### src/rtl/rect_corner_capture.sv
// rect_corner_capture: turns the per-frame pen centroid into a stable corner
// pair for the rectangle renderer. A corner commits after the centroid dwells
// inside a +/-TOL box for HOLD_FRAMES consecutive samples. Corner 1 is taken
// first, then corner 2, then the pair is locked until clear_in.
// Optional macro RUBBER_BAND_EN: while seeking corner 2, corner 2 outputs
// follow the live centroid as a preview.
module rect_corner_capture #(
  parameter int unsigned HOLD_FRAMES = 30,
  parameter int unsigned TOL         = 8
) (
  input  logic        clk_in,
  input  logic        rst_in,
  input  logic        valid_in,
  input  logic        detect_in,
  input  logic [10:0] x_in,
  input  logic [9:0]  y_in,
  input  logic        clear_in,
  output logic [10:0] x_out_1,
  output logic [9:0]  y_out_1,
  output logic [10:0] x_out_2,
  output logic [9:0]  y_out_2,
  output logic        rect_valid_out,
  output logic        capture_out,
  output logic [1:0]  state_out
);

  localparam int unsigned CntW = $clog2(HOLD_FRAMES + 1);
  localparam logic [CntW-1:0] HoldCnt = CntW'(HOLD_FRAMES);
  localparam logic [11:0] TolX = 12'(TOL);
  localparam logic [10:0] TolY = 11'(TOL);

  typedef enum logic [1:0] {
    StSeek1  = 2'd0,
    StSeek2  = 2'd1,
    StLocked = 2'd2
  } state_e;

  state_e          r_state, w_state_d;
  logic [10:0]     r_ax, w_ax_d;
  logic [9:0]      r_ay, w_ay_d;
  logic            r_anchor_vld, w_anchor_vld_d;
  logic [CntW-1:0] r_cnt, w_cnt_d;
  logic [10:0]     r_x1, w_x1_d, r_x2, w_x2_d;
  logic [9:0]      r_y1, w_y1_d, r_y2, w_y2_d;
  logic            r_capture, w_capture_d;
  logic            r_rect_valid, w_rect_valid_d;

  // Dwell datapath: compare the sample against the current anchor.
  logic [11:0]     w_dx;
  logic [10:0]     w_dy;
  logic            w_in_tol;
  logic [10:0]     w_run_ax;
  logic [9:0]      w_run_ay;
  logic [CntW-1:0] w_run_cnt;
  logic            w_hit;
  logic [11:0]     w_cx;
  logic [10:0]     w_cy;
  logic            w_degen;

  // Unsigned distances with one extra bit so nothing wraps.
  always_comb begin
    w_dx = (x_in >= r_ax) ? ({1'b0, x_in} - {1'b0, r_ax}) : ({1'b0, r_ax} - {1'b0, x_in});
    w_dy = (y_in >= r_ay) ? ({1'b0, y_in} - {1'b0, r_ay}) : ({1'b0, r_ay} - {1'b0, y_in});
    w_in_tol = r_anchor_vld && (w_dx <= TolX) && (w_dy <= TolY);
    // A run that breaks (or starts) re-anchors on this sample.
    w_run_ax  = w_in_tol ? r_ax : x_in;
    w_run_ay  = w_in_tol ? r_ay : y_in;
    w_run_cnt = w_in_tol ? ((r_cnt == HoldCnt) ? r_cnt : r_cnt + CntW'(1)) : CntW'(1);
    w_hit     = detect_in && (w_run_cnt == HoldCnt);
    w_cx = (w_run_ax >= r_x1) ? ({1'b0, w_run_ax} - {1'b0, r_x1})
                              : ({1'b0, r_x1} - {1'b0, w_run_ax});
    w_cy = (w_run_ay >= r_y1) ? ({1'b0, w_run_ay} - {1'b0, r_y1})
                              : ({1'b0, r_y1} - {1'b0, w_run_ay});
    // A corner 2 sharing a row or column band with corner 1 gives a zero-area box.
    w_degen = (w_cx <= TolX) || (w_cy <= TolY);
  end

  // Next-state and output decode; clear_in overrides any sample.
  always_comb begin
    w_state_d      = r_state;
    w_ax_d         = r_ax;
    w_ay_d         = r_ay;
    w_anchor_vld_d = r_anchor_vld;
    w_cnt_d        = r_cnt;
    w_x1_d         = r_x1;
    w_y1_d         = r_y1;
    w_x2_d         = r_x2;
    w_y2_d         = r_y2;
    w_capture_d    = 1'b0;
    w_rect_valid_d = r_rect_valid;

    if (clear_in) begin
      w_state_d      = StSeek1;
      w_ax_d         = '0;
      w_ay_d         = '0;
      w_anchor_vld_d = 1'b0;
      w_cnt_d        = '0;
      w_x1_d         = '0;
      w_y1_d         = '0;
      w_x2_d         = '0;
      w_y2_d         = '0;
      w_rect_valid_d = 1'b0;
    end else if (valid_in && (r_state != StLocked)) begin
      if (!detect_in) begin
        w_anchor_vld_d = 1'b0;
        w_cnt_d        = '0;
`ifdef RUBBER_BAND_EN
        if (r_state == StSeek2) begin
          w_x2_d = r_x1;
          w_y2_d = r_y1;
        end
`endif
      end else begin
        w_ax_d         = w_run_ax;
        w_ay_d         = w_run_ay;
        w_anchor_vld_d = 1'b1;
        w_cnt_d        = w_run_cnt;
`ifdef RUBBER_BAND_EN
        if (r_state == StSeek2) begin
          w_x2_d = x_in;
          w_y2_d = y_in;
        end
`endif
        if (w_hit) begin
          // Any commit attempt ends the run so it cannot be reused.
          w_anchor_vld_d = 1'b0;
          w_cnt_d        = '0;
          if (r_state == StSeek1) begin
            w_x1_d      = w_run_ax;
            w_y1_d      = w_run_ay;
            w_x2_d      = w_run_ax;
            w_y2_d      = w_run_ay;
            w_capture_d = 1'b1;
            w_state_d   = StSeek2;
          end else if (!w_degen) begin
            w_x2_d         = w_run_ax;
            w_y2_d         = w_run_ay;
            w_capture_d    = 1'b1;
            w_state_d      = StLocked;
            w_rect_valid_d = 1'b1;
          end
        end
      end
    end
  end

  // State and output registers.
  always_ff @(posedge clk_in or posedge rst_in) begin
    if (rst_in) begin
      r_state      <= StSeek1;
      r_ax         <= '0;
      r_ay         <= '0;
      r_anchor_vld <= 1'b0;
      r_cnt        <= '0;
      r_x1         <= '0;
      r_y1         <= '0;
      r_x2         <= '0;
      r_y2         <= '0;
      r_capture    <= 1'b0;
      r_rect_valid <= 1'b0;
    end else begin
      r_state      <= w_state_d;
      r_ax         <= w_ax_d;
      r_ay         <= w_ay_d;
      r_anchor_vld <= w_anchor_vld_d;
      r_cnt        <= w_cnt_d;
      r_x1         <= w_x1_d;
      r_y1         <= w_y1_d;
      r_x2         <= w_x2_d;
      r_y2         <= w_y2_d;
      r_capture    <= w_capture_d;
      r_rect_valid <= w_rect_valid_d;
    end
  end

  assign x_out_1        = r_x1;
  assign y_out_1        = r_y1;
  assign x_out_2        = r_x2;
  assign y_out_2        = r_y2;
  assign rect_valid_out = r_rect_valid;
  assign capture_out    = r_capture;
  assign state_out      = r_state;

endmodule
### config.mk
export PLATFORM = sky130hd
export DESIGN_NAME = rect_corner_capture
export DESIGN_NICKNAME = d
export VERILOG_FILES = /design/src/rtl/rect_corner_capture.sv
export SDC_FILE = /design/constraint.sdc
export NUM_CORES = 1
export LEC_CHECK = 0
export BUFFER_PORTS_ARGS = -buffer_cell sky130_fd_sc_hd__buf_2
export CORE_ASPECT_RATIO = 0.75
export CORE_MARGIN = 8
export CORE_UTILIZATION = 43
export DETAILED_ROUTE_END_ITERATION = 8
export PLACE_DENSITY = 0.59
export SLEW_MARGIN = 5
export SYNTH_ARGS = -nofsm -noshare
export SYNTH_HDL_FRONTEND = slang
export SYNTH_SLANG_ARGS = --single-unit
### constraint.sdc
create_clock -name clk_in -period 8.88 [get_ports clk_in]
set_clock_uncertainty 0.1 [all_clocks]
set_input_delay 0.888 -clock clk_in [delete_from_list [all_inputs] [get_ports clk_in]]
set_output_delay 0.888 -clock clk_in [all_outputs]
set_load 0.02 [all_outputs]
# After elaboration in Yosys (flattened, before gate mapping)
# Index checks and enable logic that the tools add are counted.
[classes]
order_cmp = 8
eq_ne = 6
addsub = 9
reduce_logical = 14
n_mux = 62
[op_table]
columns = ["operator", "n"]
rows = [
  ["$mux 11", 17],
  ["$mux 10", 15],
  ["$sub 11x11->12", 4],
  ["$sub 10x10->11", 4],
  ["$mux 5", 6],
  ["$le 12x4->1 const B", 2],
  ["$mux 12", 2],
  ["$ge 11x11->1", 2],
  ["$le 11x4->1 const B", 2],
  ["$ge 10x10->1", 2],
  ["$mux 1", 16],
  ["$mux 2", 6],
  ["$eq 5x5->1 const B", 2],
  ["$reduce_and 4->1", 2],
  ["$reduce_bool 2->1", 4],
  ["$ne 2x2->1 const B", 3],
  ["$add 5x1->5 const B", 1],
  ["$reduce_and 5->1", 1],
  ["$logic_and 1x1->1", 4],
  ["$ne 3x2->1 const B", 1],
  ["$logic_not 2->1", 1],
  ["$reduce_and 2->1", 1],
  ["$logic_or 1x1->1", 1],
]
[word_totals]
elab_cells = 110
regBits = 73
output_inout_bits = 46

# Depth between registers and ports, before layout
# Gate-level depths: netlist of run 1.
[depth]
word_depth = 16
mapped_depth = 31
depth_no_buf = 25

# Worst setup path before layout of run 1
# No wires, ideal clock.
[synth_path]
path_type = "in2reg"
start = "input port x_in[9]"
end = "register r_rect_valid (netlist: rect_valid_out)"
path_buffers = 5
slack_ns = 2.034
t_required_ns = 8.702
arrival_time_ns = 6.668
setup_ns = 0.078
stages = 30
cell_sequence = "inv_1 > ha_1 > buf_2 > a21o_1 > a21o_1 > a21oi_1 > o21a_1 > buf_2 > nor4_1 > o21a_1 > a211oi_1 > nand4_1 > nor4_2 > buf_2 > nor2_1 > o21bai_1 > ha_1 > buf_2 > and4_1 > o2bb2ai_1 > or3_1 > o22ai_2 > buf_4 > mux2i_1 > mux2i_1 > nand3_1 > and4b_1 > or2_2 > or3_1 > a21oi_1"
[synth_via]
elab_chain_cells = 12
word_cells_on_any_way = 26
[synth_lines]
columns = ["element", "line_no", "source"]
rows = [
  ["start: declaration", "15", "input logic [10:0] x_in,"],
  ["$sub 11x11->12 or $ge 11x11->1 (tied branches)", "62", "w_dx = (x_in >= r_ax) ? ({1'b0, x_in} - {1'b0, r_ax}) : ({1'b0, r_ax} - {1'b0, x_in});"],
  ["$mux 12", "62", ""],
  ["$le 12x4->1", "64", "w_in_tol = r_anchor_vld && (w_dx <= TolX) && (w_dy <= TolY);"],
  ["$logic_and 1x1->1 (2 in a row)", "64", ""],
  ["$mux 11 or $mux 10 (tied branches)", "66, 67", ""],
  ["$sub 11x11->12 (tied with other cells)", "71", ": ({1'b0, r_x1} - {1'b0, w_run_ax});"],
  ["$mux 12 or $mux 11 (tied branches)", "70, 72", ""],
  ["$le 12x4->1 or $le 11x4->1 (tied branches)", "75", "w_degen = (w_cx <= TolX) || (w_cy <= TolY);"],
  ["$logic_or 1x1->1", "75", ""],
  ["$ne 2x2->1 (no line)", "n/a", ""],
  ["$reduce_and 5->1 (no line) (*)", "n/a", ""],
  ["end signal: assignment", "172", "r_rect_valid <= w_rect_valid_d;"],
  ["end: declaration", "46", "logic r_rect_valid, w_rect_valid_d;"],
]
# Mark *: on every way between the ends. The rest lies on a longest branch, timed or not.
# A chain may end at the register's enable or synchronous reset.

# Worst setup path after layout of run 1
[layout_path]
start = "input port x_in[6]"
end = "register r_y2[0] (netlist: y_out_2[0])"
[layout_via]
elab_chain_cells = 12
word_cells_on_any_way = 32
[layout_lines]
columns = ["element", "line_no", "source"]
rows = [
  ["$sub 11x11->12 or $ge 11x11->1 (tied branches)", "62", ""],
  ["$mux 12", "62", ""],
  ["$le 12x4->1", "64", ""],
  ["$logic_and 1x1->1 (2 in a row)", "64", ""],
  ["$mux 11 or $mux 10 (tied branches)", "66, 67", ""],
  ["$sub 11x11->12 (tied with other cells)", "71", ""],
  ["$mux 12 (tied with other cells)", "70", "w_cx = (w_run_ax >= r_x1) ? ({1'b0, w_run_ax} - {1'b0, r_x1})"],
  ["$le 12x4->1 (tied with other cells)", "75", ""],
  ["$logic_or 1x1->1 or $mux 10 (tied branches)", "75, 104", ""],
  ["$ne 3x2->1 (no line) or $mux 10 (tied branches)", "n/a", ""],
  ["$reduce_and 4->1 (no line) or $mux 10 (tied branches)", "n/a", ""],
  ["end signal: assignment", "170", "r_y2 <= w_y2_d;"],
  ["end: declaration", "44", "logic [9:0] r_y1, w_y1_d, r_y2, w_y2_d;"],
]
# Parallel ways exist; a longest one is shown, timed or not. The select of a mux whose other input is x is not followed.

==> results.json, run 1 <==
{
  "status": "completed",
  "min_period_ns": 7.975,
  "fp.dieW_um": 169.7,
  "seq_area_frac_synth": 0.2399,
  "initial_core_util": 0.4351,
  "antenna_left": 0,
  "maxSlewViolCount": 0,
  "cpPeakStageDelay_ns": 0.60,
  "dieArea_mm2": 0.02226,
  "coreArea_mm2": 0.01750,
  "ctsLongestPathBuffers": 2,
  "cts.sinks": 73,
  "grt-ovfl-total": 0,
  "final_cell_area_mm2": 0.008478,
  "drtPass1Iterations": 5,
  "diodes": 0,
  "clk_pin_slew_ns": 0.07,
  "synth_area_leaders": "dfrtp_1 24%, ha_1 14%, mux2i_1 8.2%",
  "rows": 42,
  "yosysMostFrequentCell": "a21oi_1",
  "vias": 7277,
  "grt_pass1_wl_um": 38080,
  "cts_tree": "done",
  "syn_inst": 957,
  "ys_seq_elements": 73,
  "rsz0062_at_grt": "false",
  "hp-class": "register to register",
  "viasPerCell": 5.822,
  "fmax_mhz": 125.4,
  "numCtsBuffers": 9,
  "port_buffers": 71,
  "async_flop_share": 1.000,
  "yosys.area.top_type_share": 0.2399,
  "drive_gt1_frac": 0.1220,
  "htreeDepth": 3,
  "gp_congestion": 0.9634,
  "worstSetupStartpointType": "input pin",
  "wire_per_inst_um": 19.09,
  "drv_cap": 0,
  "slew_headroom": 0.2713,
  "antenna_found_initial": 0,
  "dp_hpwl_um": 18030,
  "grt_usage": 0.2122,
  "ir_worst_vdd_v": 0.00007243,
  "io_pins": 72,
  "synthToLayoutAreaGrowth_pct": 11.36,
  "arrival_ns": 8.14,
  "clock_latency_ns": 0.35,
  "crit_path_end_kind": "register",
  "crit_type": "input pin to register",
  "wirelength_um": 23870,
  "synth.yosys.warnings": 0,
  "ys_dominant_reg_cell": "dfrtp_1",
  "fin_nets": 1115,
  "drc_errors": 0,
  "postCtsSetupRepairBufs": 0,
  "yosysUniqueCellTypes": 77,
  "p_per_area_mw_per_mm2": 120.2,
  "dpl_cell_area_mm2": 0.008167,
  "power_leakage_nw": 3.891,
  "yosys.area.top_type": "dfrtp_1",
  "syn-num-nets": 1069,
  "path_max_fanout": 22,
  "hold_viol_final": 0,
  "fin_tns_setup_ns": 0,
  "synth_edf_count": 0,
  "grt_max_degree": 74,
  "post_cts_resize_count": 0,
  "drt_iter0_drc": 716,
  "worst_pin_slew_ns": 1.091,
  "cts-root-buf": "clkbuf_16",
  "fin_crit_sh": 0.8981,
  "setup_viol": 0,
  "die_h_um": 131.2,
  "syn_avg_cell_area_um2": 7.956,
  "synth_area_mm2": 0.007614,
  "cp.required_ns": 9.05,
  "r2r_slack_ns": 1.02,
  "crit_family": "compound AO/OA/AOI/OAI gates",
  "ys_top_cells_by_count": "103 x a21oi_1, 102 x nor2_1, 86 x ha_1, 83 x inv_1, 73 x dfrtp_1",
  "timing.critical_path.buf_inv": 4,
  "grt_pass1_vias": 6787,
  "crit_slowest_cell": "o31ai_2",
  "hold_buffers": 0
}
[metal layers]
metal  GRT usage  vias up  wire [um]
met2      0.2630      339       8817
li1            -     3537          -
met3     0.06433       20       2448
met4     0.04316        0        245
met5           0        -          0
met1      0.3395     3381      12360
[state kept, by name (all words and copies together) (netlist names)]
name,count
capture_out,1
r_anchor_vld,1
r_ax,11
r_ay,10
r_cnt,5
rect_valid_out,1
state_out,2
x_out_1,11
x_out_2,11
y_out_1,10
y_out_2,10
[path summary, 6_finish.rpt]
kind,end,start,cells past startpoint
max,y_out_2[0],x_in[6],27
min,r_anchor_vld,r_anchor_vld,2
max reg2reg,y_out_2[0],r_ax[5],25
min reg2reg,r_anchor_vld,r_anchor_vld,2
max in group asynchronous,r_ax[5],rst_in,3
min in group asynchronous,y_out_1[5],rst_in,3
[worst min-delay path, delay by kind of cell (launching register included)]
kind | cells | cell delay, ns
DFF | 1 | 0.35
and+or+nand+nor | 2 | 0.09
[power by group]
group / internal [mW] / switching [mW]
combinational: 0.102 / 0.165
sequential: 0.337 / 0.0128
clock: 0.229 / 0.172
total: 0.669 / 0.350
[stage by stage]
stage / setup WS, ns / std cells / total power [mW] / hold WS [ns] / util
6_report: 0.9050 / 1250 / 1.019 / 0.3711 / 0.4845
5_1_grt: 0.3814 / 1250 / 1.065 / 0.4410 / 0.4845
4_1_cts: 0.9899 / 1250 / 1.022 / 0.3786 / 0.4845
3_5_place_dp: 0.6602 / 1234 / 0.6165 / 0.3635 / 0.4667
3_3_place_gp: 0.5796 / 1234 / 0.6191 / 0.3544 / 0.4667
2_1_floorplan: 2.034 / 957 / 0.5483 / 0.3387 / -
[cells by family after synthesis]
family                     synth area share
AOI/OAI and AO/OA                    0.2600
xor gates and xnor gates            0.02186
adders and majority gates            0.1413
buffers and inverters               0.06968
DFF                                  0.2399
muxes                               0.08447
and+or+nand+nor                      0.1827
[placed cells by master, fill, tap and decap left out, drive strengths merged, types with 4 or more instances in the layout]
master / instances
a2111oi: 4
a211o: 4
a211oi: 10
a21boi: 6
a21o: 23
a21oi: 103
a221oi: 6
a31oi: 16
and2: 4
buf: 81
clkbuf: 10
dfrtp: 73
ha: 86
inv: 86
mux2i: 62
nand2: 47
nand2b: 12
nand3: 37
nand4: 11
nor2: 103
nor2b: 11
nor3: 19
nor4: 6
o211ai: 6
o21a: 12
o21ai: 55
o21bai: 26
o31ai: 6
or2: 6
or3: 6
xnor2: 7
xor2: 12
[cell type report]
class | count | area [um2]
fillers | 1706 | 9021
multi-input cells | 754 | 5290
flip-flops and latches | 73 | 1827
repair buffers | 81 | 430.4
inverters | 84 | 316.6
well taps | 242 | 302.8
clock buffers | 10 | 239.0
clock inverters | 6 | 72.57
(Power assumes the default switching activity.)
==> run 2, diff against run 1 <==
--- a/config.mk
+++ b/config.mk
@@ -6,11 +6,13 @@
 export NUM_CORES = 1
 export LEC_CHECK = 0
 export BUFFER_PORTS_ARGS = -buffer_cell sky130_fd_sc_hd__buf_2
+export CELL_PAD_IN_SITES_DETAIL_PLACEMENT = 1
+export CELL_PAD_IN_SITES_GLOBAL_PLACEMENT = 1
 export CORE_ASPECT_RATIO = 0.75
 export CORE_MARGIN = 8
 export CORE_UTILIZATION = 43
 export DETAILED_ROUTE_END_ITERATION = 8
-export PLACE_DENSITY = 0.59
+export PLACE_DENSITY = 0.76
 export SLEW_MARGIN = 5
 export SYNTH_ARGS = -nofsm -noshare
 export SYNTH_HDL_FRONTEND = slang
==> run 2 against run 1 <==
Global-route usage increased by 2.5 points; total power decreased by 3.6%; worst setup slack got worse by 0.027 ns; worst hold slack improved by 0.036 ns; die area unchanged; combinational power up 1%.
==> results.json, run 2 (same netlist as run 1, synthesis figures left out) <==
{
  "status": "completed",
  "switching_share": 0.3558,
  "vias": 7334,
  "fin_tns_setup_ns": 0,
  "grt_pass1_wl_um": 42700,
  "layout_common_cells": "102 x a21oi_1, 102 x nor2_1, 86 x ha_1",
  "rsz0062_at_grt": "false",
  "drt-met1-wl_um": 14220,
  "antenna_found_initial": 0,
  "worst_pin_slew_ns": 0.8267,
  "stdcell_count": 1250,
  "postCtsSetupRepairBufs": 0,
  "drc_errors": 0,
  "diodes": 0,
  "dp.cells": 1234,
  "hp-class": "register to register",
  "seq_power_share": 0.357,
  "fin_crit_sh": 0.9012,
  "cts-root-buf": "clkbuf_16",
  "cp.required_ns": 9.05,
  "fp.dieW_um": 169.7,
  "drive_gt1_frac": 0.1210,
  "coreArea_mm2": 0.01750,
  "ir_worst_vdd_v": 0.00008957,
  "wl_met3_um": 1604,
  "p_per_area_mw_per_mm2": 116.2,
  "ctsLongestPathBuffers": 2,
  "initial_core_util": 0.4351,
  "p_switching_uw": 349.6,
  "arrival_ns": 8.17,
  "fin_nets": 1115,
  "gp_congestion": 0.9220,
  "slew_headroom": 0.4489,
  "io_pins": 72,
  "post_cts_resize_count": 0,
  "fmax_mhz": 125.0,
  "setup_viol": 0,
  "power_leakage_nw": 3.875,
  "cts_tree": "done",
  "min_period_ns": 8.002,
  "hold_slack_ns": 0.4071,
  "wire_per_inst_um": 20.89,
  "hold_buffers": 0,
  "dieArea_mm2": 0.02226,
  "grt-ovfl-total": 0,
  "numCtsBuffers": 9,
  "drt_iter0_drc": 708,
  "grt_usage": 0.2375,
  "fill_cells": 2147,
  "drv_cap": 0,
  "clock_latency_ns": 0.35,
  "antenna_left": 0,
  "wirelength_um": 26110,
  "crit_type": "input pin to register",
  "clk_pin_slew_ns": 0.07,
  "die_h_um": 131.2,
  "p_int_uw": 632.9,
  "hold_viol_final": 0,
  "rows": 42,
  "maxSlewViolCount": 0,
  "viasPerCell": 5.867,
  "reg2reg_depth": 25,
  "crit_path_end_kind": "register",
  "dr_wl_met2_um": 10070,
  "htreeDepth": 3,
  "highest_layer": "met4",
  "path_max_fanout": 26,
  "synthToLayoutAreaGrowth_pct": 11.01,
  "p_clk_frac": 0.367,
  "port_buffers": 71,
  "combPwrFrac": 0.276,
  "worstSetupStartpointType": "input pin",
  "grt_max_degree": 70,
  "grt_pass1_vias": 7434,
  "hold_depth": 2,
  "dp_hpwl_um": 20180,
  "cts.sinks": 73,
  "drtPass1Iterations": 5
}
run 2: layer usage:
metal	global-route usage	up-vias
met5	0	-
met4	0.04659	0
met3	0.04817	15
met2	0.3151	201
met1	0.3788	3597
li1	-	3521
run 2: worst max-delay path, stage by stage:
cell and delay, ns:
buf_2 0.11, inv_1 0.06, ha_1 0.35, nor2b_1 0.16, o21bai_1 0.36, a21boi_1 0.21, or3_1 0.34, a2111oi_0 0.48
a32o_1 0.36, nand4_1 0.15, nor4b_2 0.34, nand2_1 0.10, buf_4 0.25, o21bai_1 0.28, ha_1 0.42, and4_1 0.29
o2bb2ai_1 0.15, or3_1 0.41, o22ai_2 0.57, mux2i_1 0.29, xor2_1 0.09, nor4_1 0.36, and4b_1 0.32, o21a_1 0.33
buf_4 0.24, o21ai_0 0.10, a21oi_1 0.15
run 2: power groups by stage:
stage                     Clock, mW  Sequential [mW]  Combinational [mW]
final                         0.361            0.351               0.271
after global routing          0.381            0.351               0.299
after CTS                     0.371            0.350               0.268
after detailed placement          0            0.357               0.266
after global placement            0            0.356               0.261
after floorplan                   0            0.349               0.199
run 2: final timing paths:
path                                      to  slack, ns    startpoint
worst max-delay path              y_out_2[1]       0.88       x_in[1]
worst min-delay path            r_anchor_vld       0.41  r_anchor_vld
worst max register to register    y_out_2[1]       1.03       r_ax[1]
worst min register to register  r_anchor_vld       0.41  r_anchor_vld
max in group asynchronous            r_ax[5]       7.21        rst_in
min in group asynchronous         y_out_1[2]       0.42        rst_in
run 2: per-stage QoR:
stage	worst slack [ns]	utilization	total power, mW	instance area, um2
final	0.8777	0.4830	0.9825	8452
after global routing	0.3458	0.4830	1.032	8452
after CTS	0.9637	0.4830	0.9893	8452
after detailed placement	0.5908	0.4670	0.6223	8172
after global placement	0.7094	0.4670	0.6175	8172
after floorplan	2.034	-	0.5483	7614
run 2: final cells by class:
type                       instances  area (um2)  share of cell area
multi-input combinational        754        5283              0.6250
sequential                        73        1827              0.2161
timing repair buffer              81       442.9             0.05241
inverter                          84       316.6             0.03745
tap                              242       302.8             0.03583
clock buffer                      10       229.0             0.02709
clock inverter                     6       51.30            0.006070
==> run 3, diff against run 2 <==
--- a/config.mk
+++ b/config.mk
@@ -10,9 +10,9 @@
 export CELL_PAD_IN_SITES_GLOBAL_PLACEMENT = 1
 export CORE_ASPECT_RATIO = 0.75
 export CORE_MARGIN = 8
-export CORE_UTILIZATION = 43
+export CORE_UTILIZATION = 40
 export DETAILED_ROUTE_END_ITERATION = 8
-export PLACE_DENSITY = 0.76
+export PLACE_DENSITY = 0.71
 export SLEW_MARGIN = 5
 export SYNTH_ARGS = -nofsm -noshare
 export SYNTH_HDL_FRONTEND = slang
==> run 3 against run 2 <==
Maximum frequency fell by 3.0%; critical path depth did not move; via count rose by 0.50%; combinational power barely moved; sequential share of layout area barely moved; die area rose by 6.7%; first-iteration DRC count fell by 22%; clock-buffer cell count did not move.
==> results.json, run 3 (same netlist as run 1, synthesis figures left out) <==
{
  "cp.required_ns": 9.03,
  "hold_buffers": 0,
  "antenna_found_initial": 0,
  "grt_pass1_wl_um": 42150,
  "r2r_start": "r_ax[1]",
  "setup_slack_ns": 0.6330,
  "fin_tns_setup_ns": 0,
  "setup_viol": 0,
  "rsz0062_at_grt": "false",
  "grt_usage": 0.2224,
  "power_leakage_nw": 3.879,
  "synthToLayoutAreaGrowth_pct": 11.14,
  "grt_max_degree": 74,
  "drive_gt1_frac": 0.1210,
  "r2r_end": "x_out_2[0]",
  "holdPathEnd": "r_anchor_vld",
  "cts-root-buf": "clkbuf_16",
  "fin_crit_sh": 0.9287,
  "slew_headroom": 0.2352,
  "p_per_area_mw_per_mm2": 118.7,
  "wirelength_um": 26510,
  "drv_cap": 0,
  "hold_slack_ns": 0.3976,
  "layout_common_cells": "102 x a21oi_1, 102 x nor2_1, 86 x ha_1",
  "path_max_fanout": 22,
  "crit_slowest_cell": "nor4_1",
  "io_pins": 72,
  "drc_errors": 0,
  "dieArea_mm2": 0.02375,
  "reg2reg_depth": 25,
  "antenna_left": 0,
  "gp_congestion": 0.9471,
  "ctsLongestPathBuffers": 2,
  "maxSlewViolCount": 0,
  "status": "completed",
  "wire_per_inst_um": 21.12,
  "grt_pass1_vias": 7226,
  "clk_pin_slew_ns": 0.06,
  "min_period_ns": 8.247,
  "arrival_ns": 8.40,
  "fin_nets": 1115,
  "worstSetupStartpointType": "input pin",
  "hold_depth": 2,
  "fmax_mhz": 121.3,
  "stdcell_count": 1255,
  "rows": 43,
  "initial_core_util": 0.4102,
  "r2r_slack_ns": 0.80,
  "vias": 7371,
  "drt_iter0_drc": 550,
  "crit_family": "compound AO/OA/AOI/OAI gates",
  "dpl_worst_slack_ns": 0.3597,
  "dp.cells": 1239,
  "grt-ovfl-total": 0,
  "hp-class": "register to register",
  "crit_path_end_kind": "register",
  "hold_viol_final": 0,
  "postCtsSetupRepairBufs": 0,
  "viasPerCell": 5.873,
  "drtPass1Iterations": 4,
  "p_total_mw": 1.004,
  "clock_latency_ns": 0.35,
  "port_buffers": 71,
  "hold_start": "r_anchor_vld",
  "crit_type": "input pin to register",
  "fp.dieW_um": 175.3,
  "die_h_um": 135.5,
  "coreArea_mm2": 0.01856,
  "ir_worst_vdd_v": 0.0001024,
  "cts.sinks": 73,
  "dp_hpwl_um": 20540,
  "diodes": 0,
  "numCtsBuffers": 9,
  "worst_pin_slew_ns": 1.139,
  "timing.critical_path.buf_inv": 4,
  "htreeDepth": 3,
  "crit_top_cell": "o21bai_1",
  "cts_tree": "done",
  "post_cts_resize_count": 0,
  "cpPeakStageDelay_ns": 0.52
}
==> run 3: worst min-delay path, stage by stage, from the launching register on <==
cell	delay, ns
dfrtp_1	0.36
nand2_1	0.06
nand2_1	0.05
==> run 3: how the worst max path moves through the flow <==
stage | start | endpoint | slack, ns | depth (start not counted)
3_5_place_dp | x_in[1] | x_out_2[0] | 0.36 | 27
4_1_cts | x_in[1] | x_out_2[0] | 0.71 | 27
5_1_grt | x_in[1] | y_out_2[6] | 0.03 | 27
6_report | x_in[1] | x_out_2[0] | 0.63 | 27
2_1_floorplan | x_in[9] | rect_valid_out | 2.03 | 30
3_3_place_gp | x_in[1] | x_out_2[6] | 0.36 | 27
==> run 3: layout make-up <==
cell class | instances | area [um2]
fill | 2329 | 10100
multi-input combinational | 754 | 5283
sequential | 73 | 1827
timing repair buffer | 81 | 430.4
inverter | 84 | 316.6
tap | 247 | 309.0
clock buffer | 10 | 229.0
clock inverter | 6 | 67.56
==> run 3: report_power, final <==
group	switching, mW	internal [mW]
logic	0.171	0.102
registers	0.0137	0.337
clock network	0.161	0.219
total	0.346	0.659
==> run 3: metal layers <==
layer	global-route usage	up-vias	part of all wire
li1	-	3516	-
met1	0.3534	3648	0.54
met2	0.2981	197	0.39
met3	0.04819	10	0.066
met4	0.03523	0	0.0061
met5	0	-	0
==> run 3: stage by stage <==
step	instance area, um2	utilization
floorplan	7614	-
global placement	8165	0.4399
detailed placement	8165	0.4399
CTS	8462	0.4559
global route	8462	0.4559
finish	8462	0.4559
